`config.mk`:
```
export PLATFORM = sky130hd
export DESIGN_NAME = axi_4_lite_mst_flat
export DESIGN_NICKNAME = d
export VERILOG_FILES = /design/src/rtl/axi_4_lite_mst_if.sv /design/src/rtl/axi_4_lite_mst.sv /design/src/flat_wrapper.sv
export SDC_FILE = /design/constraint.sdc
export NUM_CORES = 1
export LEC_CHECK = 0
export ABC_AREA = 1
export CELL_PAD_IN_SITES_DETAIL_PLACEMENT = 0
export CELL_PAD_IN_SITES_GLOBAL_PLACEMENT = 2
export CORE_MARGIN = 10
export CORE_UTILIZATION = 21
export CTS_CLUSTER_SIZE = 24
export DETAILED_ROUTE_END_ITERATION = 8
export PLACE_DENSITY_LB_ADDON = 0.15
export SETUP_SLACK_MARGIN = 0.5
export SYNTH_ARGS = -nofsm -noshare
export SYNTH_HDL_FRONTEND = slang
export SYNTH_SLANG_ARGS = --single-unit
```
`constraint.sdc`:
```
create_clock -name M_AXI_ACLK -period 2.1 [get_ports M_AXI_ACLK]
set_clock_uncertainty 0.2 [all_clocks]
set_input_delay 0.315 -clock M_AXI_ACLK [delete_from_list [all_inputs] [get_ports M_AXI_ACLK]]
set_output_delay 0.315 -clock M_AXI_ACLK [all_outputs]
set_load 0.03 [all_outputs]
```
`src/rtl/axi_4_lite_mst_if.sv`:
```
// AXI4-Lite bus bundle between axi_4_lite_mst and a register-file slave.
// Protection signals are omitted because the slave ties them to zero.
interface axi_4_lite_mst_if #(
    parameter int ADDR_WIDTH = 32,
    parameter int DATA_WIDTH = 32
);
    localparam int STRB_W = DATA_WIDTH / 8;

    logic                  M_AXI_AWVALID;
    logic                  M_AXI_AWREADY;
    logic [ADDR_WIDTH-1:0] M_AXI_AWADDR;
    logic                  M_AXI_WVALID;
    logic                  M_AXI_WREADY;
    logic [DATA_WIDTH-1:0] M_AXI_WDATA;
    logic [STRB_W-1:0]     M_AXI_WSTRB;
    logic                  M_AXI_BVALID;
    logic                  M_AXI_BREADY;
    logic [1:0]            M_AXI_BRESP;
    logic                  M_AXI_ARVALID;
    logic                  M_AXI_ARREADY;
    logic [ADDR_WIDTH-1:0] M_AXI_ARADDR;
    logic                  M_AXI_RVALID;
    logic                  M_AXI_RREADY;
    logic [DATA_WIDTH-1:0] M_AXI_RDATA;
    logic [1:0]            M_AXI_RRESP;

    modport master (
        output M_AXI_AWVALID, M_AXI_AWADDR,
        input  M_AXI_AWREADY,
        output M_AXI_WVALID, M_AXI_WDATA, M_AXI_WSTRB,
        input  M_AXI_WREADY,
        input  M_AXI_BVALID, M_AXI_BRESP,
        output M_AXI_BREADY,
        output M_AXI_ARVALID, M_AXI_ARADDR,
        input  M_AXI_ARREADY,
        input  M_AXI_RVALID, M_AXI_RDATA, M_AXI_RRESP,
        output M_AXI_RREADY
    );

    modport slave (
        input  M_AXI_AWVALID, M_AXI_AWADDR,
        output M_AXI_AWREADY,
        input  M_AXI_WVALID, M_AXI_WDATA, M_AXI_WSTRB,
        output M_AXI_WREADY,
        output M_AXI_BVALID, M_AXI_BRESP,
        input  M_AXI_BREADY,
        input  M_AXI_ARVALID, M_AXI_ARADDR,
        output M_AXI_ARREADY,
        output M_AXI_RVALID, M_AXI_RDATA, M_AXI_RRESP,
        input  M_AXI_RREADY
    );
endinterface

```
`src/rtl/axi_4_lite_mst.sv`:
```
// AXI4-Lite master: turns a one-outstanding command/response port into AW+W->B
// write and AR->R read transactions, with a per-state watchdog pulse.
module axi_4_lite_mst #(
    parameter int  ADDR_WIDTH     = 32,
    parameter int  DATA_WIDTH     = 32,
    parameter int  TIMEOUT_CYCLES = 256,
    localparam int STRB_W         = DATA_WIDTH / 8
) (
    input  logic                  M_AXI_ACLK,
    input  logic                  M_AXI_ARESET,
    input  logic                  CMD_VALID,
    output logic                  CMD_READY,
    input  logic                  CMD_WRITE,
    input  logic [ADDR_WIDTH-1:0] CMD_ADDR,
    input  logic [DATA_WIDTH-1:0] CMD_WDATA,
    input  logic [STRB_W-1:0]     CMD_WSTRB,
    output logic                  RSP_VALID,
    input  logic                  RSP_READY,
    output logic [DATA_WIDTH-1:0] RSP_RDATA,
    output logic [1:0]            RSP_RESP,
    output logic                  TIMEOUT,
    axi_4_lite_mst_if.master      m_axi
);

    localparam int CNT_W = (TIMEOUT_CYCLES > 0) ? $clog2(TIMEOUT_CYCLES + 1) : 1;
    localparam logic [CNT_W-1:0] WD_LIMIT = CNT_W'(TIMEOUT_CYCLES);

    typedef enum logic [2:0] {
        IDLE,
        WR_AW_W,
        WR_B,
        RD_AR,
        RD_R,
        RSP
    } state_t;

    state_t                state_reg, state_next;
    logic                  cmd_ready_reg, cmd_ready_next;
    logic [ADDR_WIDTH-1:0] addr_reg, addr_next;
    logic [DATA_WIDTH-1:0] wdata_reg, wdata_next;
    logic [STRB_W-1:0]     strb_reg, strb_next;
    logic                  awvalid_reg, awvalid_next;
    logic                  wvalid_reg, wvalid_next;
    logic                  aw_done_reg, aw_done_next;
    logic                  w_done_reg, w_done_next;
    logic                  bready_reg, bready_next;
    logic                  arvalid_reg, arvalid_next;
    logic                  rready_reg, rready_next;
    logic                  rsp_valid_reg, rsp_valid_next;
    logic [DATA_WIDTH-1:0] rsp_rdata_reg, rsp_rdata_next;
    logic [1:0]            rsp_resp_reg, rsp_resp_next;
    logic [CNT_W-1:0]      wd_cnt_reg, wd_cnt_next;
    logic                  timeout_reg, timeout_next;

    logic accept;
    logic aw_hs;
    logic w_hs;
    logic aw_all;
    logic w_all;
    logic waiting;

    always_comb begin
        state_next     = state_reg;
        cmd_ready_next = cmd_ready_reg;
        addr_next      = addr_reg;
        wdata_next     = wdata_reg;
        strb_next      = strb_reg;
        awvalid_next   = awvalid_reg;
        wvalid_next    = wvalid_reg;
        aw_done_next   = aw_done_reg;
        w_done_next    = w_done_reg;
        bready_next    = bready_reg;
        arvalid_next   = arvalid_reg;
        rready_next    = rready_reg;
        rsp_valid_next = rsp_valid_reg;
        rsp_rdata_next = rsp_rdata_reg;
        rsp_resp_next  = rsp_resp_reg;
        wd_cnt_next    = wd_cnt_reg;
        timeout_next   = 1'b0;

        accept = CMD_VALID & cmd_ready_reg;
        aw_hs  = awvalid_reg & m_axi.M_AXI_AWREADY;
        w_hs   = wvalid_reg & m_axi.M_AXI_WREADY;
        aw_all = aw_done_reg | aw_hs;
        w_all  = w_done_reg | w_hs;

        case (state_reg)
            IDLE: begin
                // CMD_READY is registered, so it first rises one edge after reset.
                cmd_ready_next = ~accept;
                if (accept) begin
                    addr_next  = CMD_ADDR;
                    wdata_next = CMD_WDATA;
                    strb_next  = CMD_WSTRB;
                    if (CMD_WRITE) begin
                        state_next   = WR_AW_W;
                        awvalid_next = 1'b1;
                        wvalid_next  = 1'b1;
                        aw_done_next = 1'b0;
                        w_done_next  = 1'b0;
                    end else begin
                        state_next   = RD_AR;
                        arvalid_next = 1'b1;
                    end
                end
            end
            WR_AW_W: begin
                if (aw_hs) begin
                    awvalid_next = 1'b0;
                    aw_done_next = 1'b1;
                end
                if (w_hs) begin
                    wvalid_next = 1'b0;
                    w_done_next = 1'b1;
                end
                if (aw_all && w_all) begin
                    state_next  = WR_B;
                    bready_next = 1'b1;
                end
            end
            WR_B: begin
                if (m_axi.M_AXI_BVALID && bready_reg) begin
                    bready_next    = 1'b0;
                    rsp_resp_next  = m_axi.M_AXI_BRESP;
                    rsp_rdata_next = '0;
                    rsp_valid_next = 1'b1;
                    state_next     = RSP;
                end
            end
            RD_AR: begin
                if (arvalid_reg && m_axi.M_AXI_ARREADY) begin
                    arvalid_next = 1'b0;
                    rready_next  = 1'b1;
                    state_next   = RD_R;
                end
            end
            RD_R: begin
                if (m_axi.M_AXI_RVALID && rready_reg) begin
                    rready_next    = 1'b0;
                    rsp_rdata_next = m_axi.M_AXI_RDATA;
                    rsp_resp_next  = m_axi.M_AXI_RRESP;
                    rsp_valid_next = 1'b1;
                    state_next     = RSP;
                end
            end
            RSP: begin
                if (rsp_valid_reg && RSP_READY) begin
                    rsp_valid_next = 1'b0;
                    cmd_ready_next = 1'b1;
                    state_next     = IDLE;
                end
            end
            default: begin
                state_next = IDLE;
            end
        endcase

        // Watchdog: restarts on every state change, saturates at the limit and
        // flags only the cycle in which the limit is first reached.
        waiting = (state_reg == WR_AW_W) || (state_reg == WR_B) ||
                  (state_reg == RD_AR)   || (state_reg == RD_R);
        if (state_next != state_reg) begin
            wd_cnt_next = '0;
        end else if (waiting && (wd_cnt_reg != WD_LIMIT)) begin
            wd_cnt_next = wd_cnt_reg + CNT_W'(1);
        end
        timeout_next = (TIMEOUT_CYCLES != 0) && (wd_cnt_next == WD_LIMIT) &&
                       (wd_cnt_reg != WD_LIMIT);
    end

    always_ff @(posedge M_AXI_ACLK) begin
        if (M_AXI_ARESET) begin
            state_reg     <= IDLE;
            cmd_ready_reg <= 1'b0;
            addr_reg      <= '0;
            wdata_reg     <= '0;
            strb_reg      <= '0;
            awvalid_reg   <= 1'b0;
            wvalid_reg    <= 1'b0;
            aw_done_reg   <= 1'b0;
            w_done_reg    <= 1'b0;
            bready_reg    <= 1'b0;
            arvalid_reg   <= 1'b0;
            rready_reg    <= 1'b0;
            rsp_valid_reg <= 1'b0;
            rsp_rdata_reg <= '0;
            rsp_resp_reg  <= '0;
            wd_cnt_reg    <= '0;
            timeout_reg   <= 1'b0;
        end else begin
            state_reg     <= state_next;
            cmd_ready_reg <= cmd_ready_next;
            addr_reg      <= addr_next;
            wdata_reg     <= wdata_next;
            strb_reg      <= strb_next;
            awvalid_reg   <= awvalid_next;
            wvalid_reg    <= wvalid_next;
            aw_done_reg   <= aw_done_next;
            w_done_reg    <= w_done_next;
            bready_reg    <= bready_next;
            arvalid_reg   <= arvalid_next;
            rready_reg    <= rready_next;
            rsp_valid_reg <= rsp_valid_next;
            rsp_rdata_reg <= rsp_rdata_next;
            rsp_resp_reg  <= rsp_resp_next;
            wd_cnt_reg    <= wd_cnt_next;
            timeout_reg   <= timeout_next;
        end
    end

    assign CMD_READY = cmd_ready_reg;
    assign RSP_VALID = rsp_valid_reg;
    assign RSP_RDATA = rsp_rdata_reg;
    assign RSP_RESP  = rsp_resp_reg;
    assign TIMEOUT   = timeout_reg;

    assign m_axi.M_AXI_AWVALID = awvalid_reg;
    assign m_axi.M_AXI_AWADDR  = addr_reg;
    assign m_axi.M_AXI_WVALID  = wvalid_reg;
    assign m_axi.M_AXI_WDATA   = wdata_reg;
    assign m_axi.M_AXI_WSTRB   = strb_reg;
    assign m_axi.M_AXI_BREADY  = bready_reg;
    assign m_axi.M_AXI_ARVALID = arvalid_reg;
    assign m_axi.M_AXI_ARADDR  = addr_reg;
    assign m_axi.M_AXI_RREADY  = rready_reg;

endmodule

```
`src/flat_wrapper.sv`:
```
// flat-port wrapper written by rule: the top's interface ports become plain ports
module axi_4_lite_mst_flat 
#(
    parameter int  ADDR_WIDTH     = 32,
    parameter int  DATA_WIDTH     = 32,
    parameter int  TIMEOUT_CYCLES = 256,
    localparam int STRB_W         = DATA_WIDTH / 8
)
  (M_AXI_ACLK, M_AXI_ARESET, CMD_VALID, CMD_READY, CMD_WRITE, CMD_ADDR, CMD_WDATA, CMD_WSTRB, RSP_VALID, RSP_READY, RSP_RDATA, RSP_RESP, TIMEOUT, m_axi_M_AXI_AWVALID, m_axi_M_AXI_AWADDR, m_axi_M_AXI_AWREADY, m_axi_M_AXI_WVALID, m_axi_M_AXI_WDATA, m_axi_M_AXI_WSTRB, m_axi_M_AXI_WREADY, m_axi_M_AXI_BVALID, m_axi_M_AXI_BRESP, m_axi_M_AXI_BREADY, m_axi_M_AXI_ARVALID, m_axi_M_AXI_ARADDR, m_axi_M_AXI_ARREADY, m_axi_M_AXI_RVALID, m_axi_M_AXI_RDATA, m_axi_M_AXI_RRESP, m_axi_M_AXI_RREADY);
  axi_4_lite_mst_if #(.ADDR_WIDTH(ADDR_WIDTH), .DATA_WIDTH(DATA_WIDTH)) m_axi_i ();
  input  logic M_AXI_ACLK;
  input  logic M_AXI_ARESET;
  input  logic CMD_VALID;
  output logic CMD_READY;
  input  logic CMD_WRITE;
  input  logic [ADDR_WIDTH-1:0] CMD_ADDR;
  input  logic [DATA_WIDTH-1:0] CMD_WDATA;
  input  logic [STRB_W-1:0] CMD_WSTRB;
  output logic RSP_VALID;
  input  logic RSP_READY;
  output logic [DATA_WIDTH-1:0] RSP_RDATA;
  output logic [1:0] RSP_RESP;
  output logic TIMEOUT;
  output wire logic [$bits(m_axi_i.M_AXI_AWVALID)-1:0] m_axi_M_AXI_AWVALID;
  output wire logic [$bits(m_axi_i.M_AXI_AWADDR)-1:0] m_axi_M_AXI_AWADDR;
  input wire logic [$bits(m_axi_i.M_AXI_AWREADY)-1:0] m_axi_M_AXI_AWREADY;
  output wire logic [$bits(m_axi_i.M_AXI_WVALID)-1:0] m_axi_M_AXI_WVALID;
  output wire logic [$bits(m_axi_i.M_AXI_WDATA)-1:0] m_axi_M_AXI_WDATA;
  output wire logic [$bits(m_axi_i.M_AXI_WSTRB)-1:0] m_axi_M_AXI_WSTRB;
  input wire logic [$bits(m_axi_i.M_AXI_WREADY)-1:0] m_axi_M_AXI_WREADY;
  input wire logic [$bits(m_axi_i.M_AXI_BVALID)-1:0] m_axi_M_AXI_BVALID;
  input wire logic [$bits(m_axi_i.M_AXI_BRESP)-1:0] m_axi_M_AXI_BRESP;
  output wire logic [$bits(m_axi_i.M_AXI_BREADY)-1:0] m_axi_M_AXI_BREADY;
  output wire logic [$bits(m_axi_i.M_AXI_ARVALID)-1:0] m_axi_M_AXI_ARVALID;
  output wire logic [$bits(m_axi_i.M_AXI_ARADDR)-1:0] m_axi_M_AXI_ARADDR;
  input wire logic [$bits(m_axi_i.M_AXI_ARREADY)-1:0] m_axi_M_AXI_ARREADY;
  input wire logic [$bits(m_axi_i.M_AXI_RVALID)-1:0] m_axi_M_AXI_RVALID;
  input wire logic [$bits(m_axi_i.M_AXI_RDATA)-1:0] m_axi_M_AXI_RDATA;
  input wire logic [$bits(m_axi_i.M_AXI_RRESP)-1:0] m_axi_M_AXI_RRESP;
  output wire logic [$bits(m_axi_i.M_AXI_RREADY)-1:0] m_axi_M_AXI_RREADY;
  assign m_axi_M_AXI_AWVALID = m_axi_i.M_AXI_AWVALID;
  assign m_axi_M_AXI_AWADDR = m_axi_i.M_AXI_AWADDR;
  assign m_axi_i.M_AXI_AWREADY = m_axi_M_AXI_AWREADY;
  assign m_axi_M_AXI_WVALID = m_axi_i.M_AXI_WVALID;
  assign m_axi_M_AXI_WDATA = m_axi_i.M_AXI_WDATA;
  assign m_axi_M_AXI_WSTRB = m_axi_i.M_AXI_WSTRB;
  assign m_axi_i.M_AXI_WREADY = m_axi_M_AXI_WREADY;
  assign m_axi_i.M_AXI_BVALID = m_axi_M_AXI_BVALID;
  assign m_axi_i.M_AXI_BRESP = m_axi_M_AXI_BRESP;
  assign m_axi_M_AXI_BREADY = m_axi_i.M_AXI_BREADY;
  assign m_axi_M_AXI_ARVALID = m_axi_i.M_AXI_ARVALID;
  assign m_axi_M_AXI_ARADDR = m_axi_i.M_AXI_ARADDR;
  assign m_axi_i.M_AXI_ARREADY = m_axi_M_AXI_ARREADY;
  assign m_axi_i.M_AXI_RVALID = m_axi_M_AXI_RVALID;
  assign m_axi_i.M_AXI_RDATA = m_axi_M_AXI_RDATA;
  assign m_axi_i.M_AXI_RRESP = m_axi_M_AXI_RRESP;
  assign m_axi_M_AXI_RREADY = m_axi_i.M_AXI_RREADY;
  axi_4_lite_mst #(.ADDR_WIDTH(ADDR_WIDTH), .DATA_WIDTH(DATA_WIDTH), .TIMEOUT_CYCLES(TIMEOUT_CYCLES)) u_core (.M_AXI_ACLK(M_AXI_ACLK), .M_AXI_ARESET(M_AXI_ARESET), .CMD_VALID(CMD_VALID), .CMD_READY(CMD_READY), .CMD_WRITE(CMD_WRITE), .CMD_ADDR(CMD_ADDR), .CMD_WDATA(CMD_WDATA), .CMD_WSTRB(CMD_WSTRB), .RSP_VALID(RSP_VALID), .RSP_READY(RSP_READY), .RSP_RDATA(RSP_RDATA), .RSP_RESP(RSP_RESP), .TIMEOUT(TIMEOUT), .m_axi(m_axi_i));
endmodule
```
==> key figures, run 1 <==
Status
  – Status: completed

Critical path
  – Worst path cell trace: nor2_4 > nand2_4 > nor2_8 > a21oi_2 > nand2_1 > nand2_1 > nand2_2 > nand2_4 > nor2_4 > inv_2 > nor2_4 > inv_2 > nor2_2
  – Slowest cell on crit path: dfxtp_4
  – Critical Path Most Common Cell: nor2_4
  – CP max stage delay: 380 ps
  – WP buf/inv: 2
  – Critical Path Stages: 13
  – Worst Path Max Fanout: 6
  – Required @ worst endpoint: 2260 ps
  – Critical Path End Type: flip-flop
  – CP top delay family: simple AND/OR/NAND/NOR gates
  – CP startpoint kind: flip-flop
  – CP arrival: 2040 ps
  – R2R cell count: 13
  – CP Class: flip-flop to flip-flop

Worst hold path
  – Hold path cells: 2
  – Hold Path Class: primary input to flip-flop

STA
  – Max Slew Vio Count: 0
  – Final min period: 1880 ps
  – Setup TNS: 0 ps
  – Finish-stage setup viols: 0
  – Max Freq: 531 MHz
  – Worst-Margin Slew: 545 ps
  – Fin crit share: 0.896
  – RSZ-0062 raised after global routing: yes
  – Hold Violations, Final: 0
  – Relative slew slack: 0.637

Die
  – Initial Utilization: 0.215
  – Die Area: 30700 um2
  – Die span in y: 175 um
  – Row cnt: 56
  – Die W: 175 um
  – Top Ports: 256
  – Core box area: 23500 um2

Synthesis
  – Number of synthesized flops with an enable pin: 0
  – Post-synth top area share: 0.491
  – Post-synthesis sequential area ratio: 0.491
  – Area contributors post-synth: dfxtp_1 49%, nor2_1 12%, nand2_1 9.6%
  – Leading area contributor after synthesis: dfxtp_1
  – Synthesized area per cell: 7.35 um2
  – #FFs+latches synth: 124
  – Cells after synthesis: 688
  – Compound-Gate Fraction of Synth Area: 0.128
  – Top_reg_cell synth: dfxtp_1
  – Largest family of logic cells by synthesized area: simple AND/OR/NAND/NOR gates
  – Ys async rst share: 0
  – Synth warn: 0
  – Top-count cell post-synth: nor2_1
  – Mux share of post-synthesis cell area: 0
  – Post-synth top cells: 159 x nor2_1, 129 x nand2_1, 124 x dfxtp_1
  – Post-Syn Area: 5050 um2
  – Count of cell types in the netlist: 29
  – Synth Net Count: 804
  – Post-Synth Adder-Cell Area: 0.00495
  – XOR/XNOR share of the synthesized area: 0.00867
  – Synth Area in Simple Gates: 0.264

Clocking
  – CTS root buf: clkbuf_16
  – Clock tree buffer depth: 2
  – CTS Buf Count: 17
  – Clock transition at path regs: 60 ps
  – Cts hold-fix bufs: 0
  – H-tree depth: 4
  – TritonCTS clock tree: built
  – Clk_lat worst skew: 410 ps
  – CTS Sinks: 124

Place
  – Detailed placement HPWL: 14400 um
  – Placed cells: 1220
  – Number of I/O port buffers: 255
  – GPL Wtd Cong: 0.765

Power and ir drop
  – Static leakage: 4.47 nW
  – Internal power: 0.00570 W
  – Sw Share: 0.331
  – Power Dens Cells: 819 nW/um2
  – Worst VDD drop: 0.516 mV
  – Combinational group share of total power: 0.328
  – Clock Power Share: 0.356
  – Reg power frac: 0.316
  – P_sw: 0.00283 W

Route
  – Via Count: 5713
  – Iter 0 DRT Violations: 187
  – Number of iterations in the first detailed-routing pass: 4
  – DRT Wirelength: 25000 um
  – Remaining DRCs: 0
  – Detail Route Antenna Nets: 0
  – Vias per inst: 4.28
  – DR WL/cell: 18.7 um

Final layout
  – Area Growth Syn to Fin: 106%
  – Number of diodes: 0
  – Layout net count: 1119
  – Layout cell share with drive strength beyond 1: 0.520
  – Fin cells: 1334

Global routing
  – Total congestion overflow: 0
  – Largest net degree at the start of global routing: 71
  – Initial antenna violation count: 0
  – GRT Overall Usage: 0.158
  – First-pass GRT wire length: 37200 um
  – Vias in the first global route: 5987

Run
  – Total of max-cap violations: 0
-- metrics by stage --
| stage | utilization | worst slack [ps] | hold slack, ps | cell area (um2) | power, W |
|---|---|---|---|---|---|
| after CTS | 0.435 | 207 | 134 | 10200 | 0.00845 |
| after floorplan | - | 411 | 215 | 5090 | 0.00373 |
| final | 0.442 | 217 | 165 | 10400 | 0.00853 |
| after global placement | 0.336 | -90.8 | 247 | 7920 | 0.00455 |
| after detailed placement | 0.336 | -144 | 243 | 7920 | 0.00457 |
| after global routing | 0.442 | 128 | 171 | 10400 | 0.00888 |
-- layer usage --
| layer | up-vias | global-route usage | part of all wire | routed length, um |
|---|---|---|---|---|
| met4 | 0 | 0.0438 | 0.013 | 325 |
| li1 | 2811 | - | - | - |
| met2 | 149 | 0.271 | 0.50 | 12500 |
| met3 | 22 | 0.0517 | 0.065 | 1630 |
| met1 | 2731 | 0.184 | 0.42 | 10600 |
| met5 | - | 0 | 0 | 0 |
-- cell usage in the layout, fill, tap and decap left out, drive strengths merged, types with 5 or more instances in the layout --
cell type,n
buf,239
nor2,166
nand2,137
dfxtp,124
clkdlybuf4s50,112
o21ai,77
a21oi,46
inv,39
clkbuf,21
nand3,17
clkdlybuf4s15,7
clkinv,6
nor3,5
-- final timing paths --
| kind | from | endpoint | slack, ps |
|---|---|---|---|
| setup / recovery | u_core.state_reg[1]$_SDFF_PP0_ | u_core.TIMEOUT$_SDFF_PP0_ | 220 |
| hold / removal | M_AXI_ARESET | u_core.wd_cnt_reg[5]$_SDFF_PP0_ | 160 |
| setup reg to reg | u_core.state_reg[1]$_SDFF_PP0_ | u_core.TIMEOUT$_SDFF_PP0_ | 220 |
| hold reg to reg | u_core.aw_done_reg$_SDFFE_PP0P_ | u_core.aw_done_reg$_SDFFE_PP0P_ | 250 |
-- power groups by stage --
| stage | logic, W | registers [W] | clock network [W] |
|---|---|---|---|
| after floorplan | 0.000701 | 0.00303 | 0 |
| after global placement | 0.00184 | 0.00271 | 0 |
| after detailed placement | 0.00185 | 0.00271 | 0 |
| after CTS | 0.00265 | 0.00268 | 0.00312 |
| after global routing | 0.00295 | 0.00272 | 0.00320 |
| final | 0.00280 | 0.00270 | 0.00304 |
-- layout make-up --
type	instances	area [um2]
Clock inverter	13	168
Inverter	37	170
Tap cell	319	399
Sequential cell	124	2510
Fill cell	2324	13100
Clock buffer	18	439
Multi-Input combinational cell	462	3140
Timing Repair Buffer	361	3580
-- logic make-up (layout without fill, tap and decap cells) --
kind of cell             after synthesis  count (layout)
AO/OA/AOI/OAI                        127             127
AND/OR/NAND/NOR                      327             328
XOR/XNOR                               5               5
buffers and inverters                103             429
flip-flops                           124             124
adder cells (fa/ha/maj)                2               2
-- timing repair --
| action | in CTS | in global routing |
|---|---|---|
| gates resized for setup | 863 | 265 |
| setup buffers | 47 | 8 |
| endpoints found under the hold margin | 0 | 0 |
| gates cloned | 26 | 2 |
| setup endpoints to repair | 261 | 180 |
| pin swaps | 66 | 99 |
Power figures use the tool's default switching activity.
==> run 2: changes to the inputs <==
- REMOVE_ABC_BUFFERS: default -> 1
==> key figures, run 2 (synthesis gave the netlist of run 1 again) <==
Die
  – Die Area: 30700 um2 (unchanged)
  – Core box area: 23500 um2 (unchanged)
  – Die span in y: 175 um (unchanged)
  – Row cnt: 56 (unchanged)
  – Top Ports: 256 (unchanged)
  – Initial Utilization: 0.215 (unchanged)
  – Die W: 175 um (unchanged)

Critical path
  – Setup crit start: m_axi_M_AXI_WREADY (was u_core.state_reg[1]$_SDFF_PP0_)
  – Reg2Reg Setup Slack: 250 ps (was 220 ps)
  – CP arrival: 2020 ps (was 2040 ps)
  – CP Class: primary input to flip-flop (was flip-flop to flip-flop)
  – Worst Path Max Fanout: 3 (was 6)
  – CP startpoint kind: primary input (was flip-flop)
  – Critical Path End Type: flip-flop (unchanged)
  – R2r startpoint: u_core.wd_cnt_reg[0]$_SDFF_PP0_ (was u_core.state_reg[1]$_SDFF_PP0_)
  – Required @ worst endpoint: 2250 ps (was 2260 ps)

Global routing
  – GRT Overall Usage: 0.143 (was 0.158)
  – Largest net degree at the start of global routing: 71 (unchanged)
  – Vias in the first global route: 5657 (was 5987)
  – Total congestion overflow: 0 (unchanged)
  – Initial antenna violation count: 1 (was 0)
  – First-pass GRT wire length: 33800 um (was 37200 um)

Status
  – Status: completed (unchanged)

STA
  – RSZ-0062 raised after global routing: yes (unchanged)
  – Worst-Margin Slew: 387 ps (was 545 ps)
  – Fin crit share: 0.889 (was 0.896)
  – Max Freq: 536 MHz (was 531 MHz)
  – PnR worst setup slack: 233 ps (was 217 ps)
  – Final min period: 1870 ps (was 1880 ps)
  – Hold Violations, Final: 0 (unchanged)
  – Relative slew slack: 0.742 (was 0.637)
  – Hold Slack: 250 ps (was 165 ps)
  – Max Slew Vio Count: 0 (unchanged)
  – Finish-stage setup viols: 0 (unchanged)
  – Setup TNS: 0 ps (unchanged)

Route
  – Vias per inst: 4.21 (was 4.28)
  – DRT Wirelength: 23700 um (was 25000 um)
  – Number of iterations in the first detailed-routing pass: 4 (unchanged)
  – Remaining DRCs: 0 (unchanged)
  – Iter 0 DRT Violations: 282 (was 187)
  – DR WL/cell: 18.2 um (was 18.7 um)
  – Detail Route Antenna Nets: 0 (unchanged)
  – Via Count: 5504 (was 5713)

Clocking
  – Clock transition at path regs: 60 ps (about the same)
  – Clk_lat worst skew: 410 ps (about the same)
  – CTS root buf: clkbuf_16 (unchanged)
  – CTS Sinks: 124 (unchanged)
  – Clock tree buffer depth: 2 (unchanged)
  – TritonCTS clock tree: built (unchanged)
  – H-tree depth: 4 (unchanged)
  – CTS Buf Count: 17 (unchanged)

Place
  – Detailed placement HPWL: 14300 um (was 14400 um)
  – Pre-CTS setup slack: -126 ps (was -144 ps)
  – Placed cells: 1217 (was 1220)
  – Number of I/O port buffers: 255 (unchanged)
  – GPL Wtd Cong: 0.801 (was 0.765)

Final layout
  – Fin cells: 1306 (was 1334)
  – Commonest cells after routing, fill and taps aside: 137 x buf_2, 117 x nand2_1, 116 x dfxtp_1 (was 135 x buf_2, 112 x clkdlybuf4s50_1, 112 x dfxtp_1)
  – Most common cell after layout, fill and taps aside: buf_2 (unchanged)
  – Area Growth Syn to Fin: 88.4% (was 106%)
  – Layout cell share with drive strength beyond 1: 0.409 (was 0.520)
  – Fill count: 2433 (was 2324)
  – Layout net count: 1091 (was 1119)

Power and ir drop
  – Tot Pwr: 0.00830 W (was 0.00853 W)
  – Power Dens Cells: 871 nW/um2 (was 819 nW/um2)
  – Worst VDD drop: 0.461 mV (was 0.516 mV)
  – Static leakage: 4.15 nW (was 4.47 nW)

Run
  – Total of max-cap violations: 0 (unchanged)

Worst hold path
  – Hold Path Origin: m_axi_M_AXI_RDATA[31] (was M_AXI_ARESET)
  – Hold Path Class: primary input to flip-flop (unchanged)
[run 2: cell count changes in the layout (fill, tap and decap cells not counted), sizes merged]
| cell | change |
|---|---|
| buf | -33 |
| bufinv | +1 |
| clkbuf | +6 |
| clkdlybuf4s15 | -3 |
| clkdlybuf4s18 | +1 |
| clkinv | -2 |
| diode | +1 |
| dlygate4sd3 | +1 |
[run 2: cell type report]
cell class	count	area, um2	area share
repair buffers	333	3140	0.330
multi-input cells	462	2700	0.283
flip-flops and latches	124	2500	0.263
clock buffers	18	439	0.0461
well taps	319	399	0.0419
clock inverters	12	188	0.0197
inverters	37	156	0.0164
diodes	1	2.50	0.000263
[run 2: worst max-delay path, stage by stage]
cell	delay, ps
clkdlybuf4s50_1	480
nand2_2	70
nand2_1	70
nand2_1	100
a21oi_2	210
nand2_1	80
nand2_1	70
nand2_2	90
buf_6	130
nand3_4	70
nand2_2	50
nor2_2	100
nand3_2	80
nor2_2	100
[run 2: timing repair]
item                                    in CTS  in global routing
hold buffers                                 1                  0
resized for setup                          677                282
endpoints found under the hold margin        3                  0
endpoints found under the setup margin     261                177
setup buffers                               17                 16
cloned                                      16                  8
pin swaps                                   27                 61
[run 2: metrics by stage]
| stage | area (um2) | util |
|---|---|---|
| finish | 9520 | 0.404 |
| detailed placement | 7840 | 0.333 |
| global route | 9520 | 0.404 |
| global placement | 7840 | 0.333 |
| CTS | 9010 | 0.383 |
| floorplan | 4680 | - |
[run 2: power by group]
group	internal (W)	switching, W
logic	0.00105	0.00141
registers	0.00254	0.000126
clock network	0.00202	0.00115
total	0.00561	0.00269
[run 2: layer usage]
metal | GRT usage | wire (um) | share of wire
met5 | 0 | 0 | 0
met4 | 0.0452 | 314 | 0.013
met3 | 0.0472 | 1370 | 0.058
met2 | 0.251 | 12000 | 0.51
met1 | 0.160 | 10000 | 0.42
[run 2: worst paths after layout]
kind	to	cells past startpoint
worst max-delay path	u_core.TIMEOUT$_SDFF_PP0_	14
worst min-delay path	u_core.RSP_RDATA[31]$_SDFFE_PP0P_	3
worst max register to register	u_core.TIMEOUT$_SDFF_PP0_	14
worst min register to register	u_core.aw_done_reg$_SDFFE_PP0P_	2
==> run 3: changes to the inputs <==
- CTS_CLUSTER_SIZE: 24 -> 25
==> results of run 3 <==
Same layout as run 2: the final DEF is identical, and so are final timing and power.
